<file path="src/rtl/register_file_if.sv">
// Bus bundle for register_file: one write port and two read ports.
// master drives addresses/data, slave (the register bank) returns read data and flags.
interface register_file_if #(
    parameter int WIDTH  = 16,
    parameter int ADDR_W = 3
);
    logic              load;
    logic [ADDR_W-1:0] waddr;
    logic [WIDTH-1:0]  in;
    logic [ADDR_W-1:0] raddr_a;
    logic [WIDTH-1:0]  out_a;
    logic              valid_a;
    logic [ADDR_W-1:0] raddr_b;
    logic [WIDTH-1:0]  out_b;
    logic              valid_b;

    modport master (
        output load, waddr, in, raddr_a, raddr_b,
        input  out_a, valid_a, out_b, valid_b
    );

    modport slave (
        input  load, waddr, in, raddr_a, raddr_b,
        output out_a, valid_a, out_b, valid_b
    );
endinterface

</file>
<file path="src/rtl/register_file.sv">
// 2**ADDR_W x WIDTH register bank, one write port, two combinational read ports, per-entry written flags.
// Optional same-cycle write-to-read bypass when REGFILE_BYPASS_EN is defined.
module register_file #(
    parameter int WIDTH  = 16,
    parameter int ADDR_W = 3
) (
    input  logic           clk,
    input  logic           reset,
    register_file_if.slave bus
);
    localparam int unsigned DEPTH = 1 << ADDR_W;

    logic [WIDTH-1:0] mem [DEPTH];
    logic [DEPTH-1:0] written;

    always_ff @(posedge clk) begin
        if (reset) begin
            for (int unsigned i = 0; i < DEPTH; i++) begin
                mem[i] <= '0;
            end
            written <= '0;
        end else if (bus.load) begin
            mem[bus.waddr]     <= bus.in;
            written[bus.waddr] <= 1'b1;
        end
    end

    always_comb begin
        bus.out_a   = mem[bus.raddr_a];
        bus.valid_a = written[bus.raddr_a];
        bus.out_b   = mem[bus.raddr_b];
        bus.valid_b = written[bus.raddr_b];
`ifdef REGFILE_BYPASS_EN
        // Reset blocks the forward so reads reflect stored state during reset.
        if (bus.load && !reset) begin
            if (bus.raddr_a == bus.waddr) begin
                bus.out_a   = bus.in;
                bus.valid_a = 1'b1;
            end
            if (bus.raddr_b == bus.waddr) begin
                bus.out_b   = bus.in;
                bus.valid_b = 1'b1;
            end
        end
`else
`endif
    end
endmodule

</file>
<file path="src/flat_wrapper.sv">
// flat-port wrapper written by rule: the top's interface ports become plain ports
module register_file_flat 
#(
    parameter int WIDTH  = 16,
    parameter int ADDR_W = 3
)
  (clk, reset, bus_load, bus_waddr, bus_in, bus_raddr_a, bus_raddr_b, bus_out_a, bus_valid_a, bus_out_b, bus_valid_b);
  register_file_if #(.WIDTH(WIDTH), .ADDR_W(ADDR_W)) bus_i ();
  input  logic clk;
  input  logic reset;
  input wire logic [$bits(bus_i.load)-1:0] bus_load;
  input wire logic [$bits(bus_i.waddr)-1:0] bus_waddr;
  input wire logic [$bits(bus_i.in)-1:0] bus_in;
  input wire logic [$bits(bus_i.raddr_a)-1:0] bus_raddr_a;
  input wire logic [$bits(bus_i.raddr_b)-1:0] bus_raddr_b;
  output wire logic [$bits(bus_i.out_a)-1:0] bus_out_a;
  output wire logic [$bits(bus_i.valid_a)-1:0] bus_valid_a;
  output wire logic [$bits(bus_i.out_b)-1:0] bus_out_b;
  output wire logic [$bits(bus_i.valid_b)-1:0] bus_valid_b;
  assign bus_i.load = bus_load;
  assign bus_i.waddr = bus_waddr;
  assign bus_i.in = bus_in;
  assign bus_i.raddr_a = bus_raddr_a;
  assign bus_i.raddr_b = bus_raddr_b;
  assign bus_out_a = bus_i.out_a;
  assign bus_valid_a = bus_i.valid_a;
  assign bus_out_b = bus_i.out_b;
  assign bus_valid_b = bus_i.valid_b;
  register_file #(.WIDTH(WIDTH), .ADDR_W(ADDR_W)) u_core (.clk(clk), .reset(reset), .bus(bus_i));
endmodule
</file>
<file path="config.mk">
export PLATFORM = sky130hd
export DESIGN_NAME = register_file_flat
export DESIGN_NICKNAME = d
export VERILOG_FILES = /design/src/rtl/register_file_if.sv /design/src/rtl/register_file.sv /design/src/flat_wrapper.sv
export SDC_FILE = /design/constraint.sdc
export NUM_CORES = 1
export LEC_CHECK = 0
export BUFFER_PORTS_ARGS = -buffer_cell sky130_fd_sc_hd__buf_4
export CORE_UTILIZATION = 60
export DETAILED_ROUTE_END_ITERATION = 10
export PLACE_DENSITY_LB_ADDON = 0.15
export SLEW_MARGIN = 20
export SYNTH_ARGS = -nofsm -noshare
export SYNTH_HDL_FRONTEND = slang
export SYNTH_SLANG_ARGS = --single-unit
export TNS_END_PERCENT = 1
</file>
<file path="constraint.sdc">
create_clock -name clk -period 3.7 [get_ports clk]
set_input_delay 0.74 -clock clk [delete_from_list [all_inputs] [get_ports clk]]
set_output_delay 0.74 -clock clk [all_outputs]
set_load 0.01 [all_outputs]
</file>
==> flow_summary.ini <==
[timing]
hold_viol = 0
tightest_slew_ns = 0.9706
skew_ns = 0
rsz0062_at_grt = no
slew_headroom_pct = 35.29
fin_crit_ns = 3.070
max_freq_ghz = 0.3258
setup_tns_ns = 0
fin_ws_ns = 0.6302
drv_slew = 0
fin_crit_sh_pct = 82.97
setup_viol = 0

[grt]
grt_overflow = 0
grt_usage_pct = 29.13
met2_usage_pct = 47.41
grt.busiest_layer = met2
grt_max_degree = 63
grtUsageMet3_pct = 6.424
antenna_found_initial = 0
use_met1_pct = 39.31
grt_pass1_wl_um = 26260
grt_pass1_vias = 4681

[setup_path]
reg2reg_from = u_core.written[0]$_SDFFE_PP0P_
r2r-end = u_core.written[0]$_SDFFE_PP0P_
cp_data_required_time_ns = 2.96
crit_start = bus_raddr_a[0]
criticalPathCategory = in2out
critPathCaptureType = output pin
rr_worst_depth = 2
rrSetupSlack_ns = 3.03
startpoint_type = input port
cp_max_fo = 17
cp.arrival_ns = 2.33

[floorplanning]
start_util_pct = 62.49
rows = 39
core-area_sq_mm = 0.01161
dieArea_sq_mm = 0.01254
num_io_pins = 62
die_w_um = 112.0
die_height_um = 112.0

[clock_tree]
cts_root_buf = clkbuf_16
cts_tree = done
cts_buffers = 17
cts.repair.resized = 0
cts_buffer_depth = 2
postCtsSetupBuffers = 0
clkLatencyLatePin_ns = 0.41
h-tree-depth = 4
clk_pin_slew_ns = 0.06
cts.sinks = 136
ctsHoldBuffers = 0

[yosys]
syn_inst = 464
syn_area_per_cell_sq_um = 15.64
synth_commonest_cells = edfxtp_1, nor3_1, mux4_1
async_reset_ff_share_pct = 0
synth_edf_count = 128
syn_area_sq_mm = 0.007257
ys_seq_area_share_pct = 55.17
yosys.area.top_type_share_pct = 52.97
ys_dominant_reg_cell = edfxtp_1
yosysUniqueCellTypes = 18
yosysWarnings = 0
synth_nets = 492
synth_area_leader_cell = edfxtp_1
netlist_top_cells_area = edfxtp_1, mux4_1, nor3_1
yosys_register_bits = 136

[job]
drv_cap = 0

[route]
vias = 4688
wl_per_cell_um = 25.14
routed_wl_um = 16920
first_pass_iters = 9
viasPerCell = 6.966
drt_iter0_drc = 461
ant_nets = 0
drc = 5

[worst_hold_path]
hold_class = reg2reg
min_path_cells = 2
holdPathEnd = u_core.written[3]$_SDFFE_PP0P_
min_from = u_core.written[3]$_SDFFE_PP0P_

[place]
gp_congestion = 0.7222
dp.cells = 641
hpwl_um = 9823
place_ws_ns = 0.6477
io_buffers = 61

[power]
p_per_area_mw_per_mm2 = 487.7
irDropWorstVdd_mv = 0.3613
leakagePower_uw = 0.002913

[layout]
layoutNonFillerInstCount = 673
n_antenna_cell = 0
utilization_pct = 72.58
area_growth_pct = 16.16
drive_gt1_share_pct = 33.77
final_nets = 545
fillCellCount = 723

[run_status]
violations = design-rule violations
status = complete, but fails checks
through the flow:
step	hold slack (ns)	power [uW]	instance area, sq um
floorplan	0.4556	2178	7257
global placement	0.4674	2368	7819
detailed placement	0.4796	2385	7819
CTS	0.4909	4125	8429
global route	0.5080	4226	8429
finish	0.4902	4111	8429
where the power goes:
part           total (uW)  internal, uW  switching [uW]  leakage (uW)
registers            1820          1780            44.7       0.00129
logic                 534           270             264       0.00132
clock network        1750          1120             634      0.000297
cell families after synthesis:
kind of cell	share of synthesized area (%)
mux	28.71
compound gates	1.517
flops	55.17
buf+inv	5.207
simple gates	9.397
layout by cell type, fill, tap and decap left out, drive strengths merged:
| cell type | instances |
|---|---|
| nor3 | 128 |
| edfxtp | 128 |
| buf | 86 |
| mux4 | 68 |
| mux2 | 34 |
| clkinv | 24 |
| clkbuf | 18 |
| inv | 8 |
| o22ai | 8 |
| dfxtp | 8 |
| o21bai | 8 |
| bufinv | 4 |
| or3b | 2 |
| clkinvlp | 2 |
| nand2b | 1 |
| nand2 | 1 |
| nand3b | 1 |
| or3 | 1 |
layout make-up:
| type | instances | area, sq um | area share (%) |
|---|---|---|---|
| Clock inverter | 14 | 181.4 | 2.152 |
| Clock buffer | 18 | 429.2 | 5.091 |
| Timing Repair Buffer | 86 | 658.1 | 7.808 |
| Multi-Input combinational cell | 252 | 2888 | 34.26 |
| Sequential cell | 136 | 4004 | 47.50 |
| Tap cell | 143 | 178.9 | 2.123 |
| Inverter | 24 | 90.09 | 1.069 |
flip-flops by register name (all words and copies together) (netlist names):
| signal | flops |
|---|---|
| u_core.mem | 128 |
| u_core.written | 8 |
metal layers:
layer / part of all wire, % / up-vias
li1: - / 2035
met3: 7.9 / 33
met2: 50 / 246
met4: 2.1 / 0
met1: 40 / 2374
met5: 0 / -
critical path, stage by stage:
cell and delay (ns):
buf_4 0.29, buf_4 0.27, mux4_1 0.58, mux2_2 0.29
buf_4 0.14
how the worst max path moves through the flow:
stage | end | slack, ns | cells past startpoint
floorplan | u_core.mem[4][0]$_SDFFCE_PN0P_ | 0.89 | 5
global placement | bus_out_b[15] | 0.67 | 5
detailed placement | bus_out_a[0] | 0.65 | 5
CTS | bus_out_a[1] | 0.63 | 5
global route | bus_out_a[0] | 0.58 | 5
finish | bus_out_a[1] | 0.63 | 5
No activity file was read; power rests on OpenSTA's default activity.
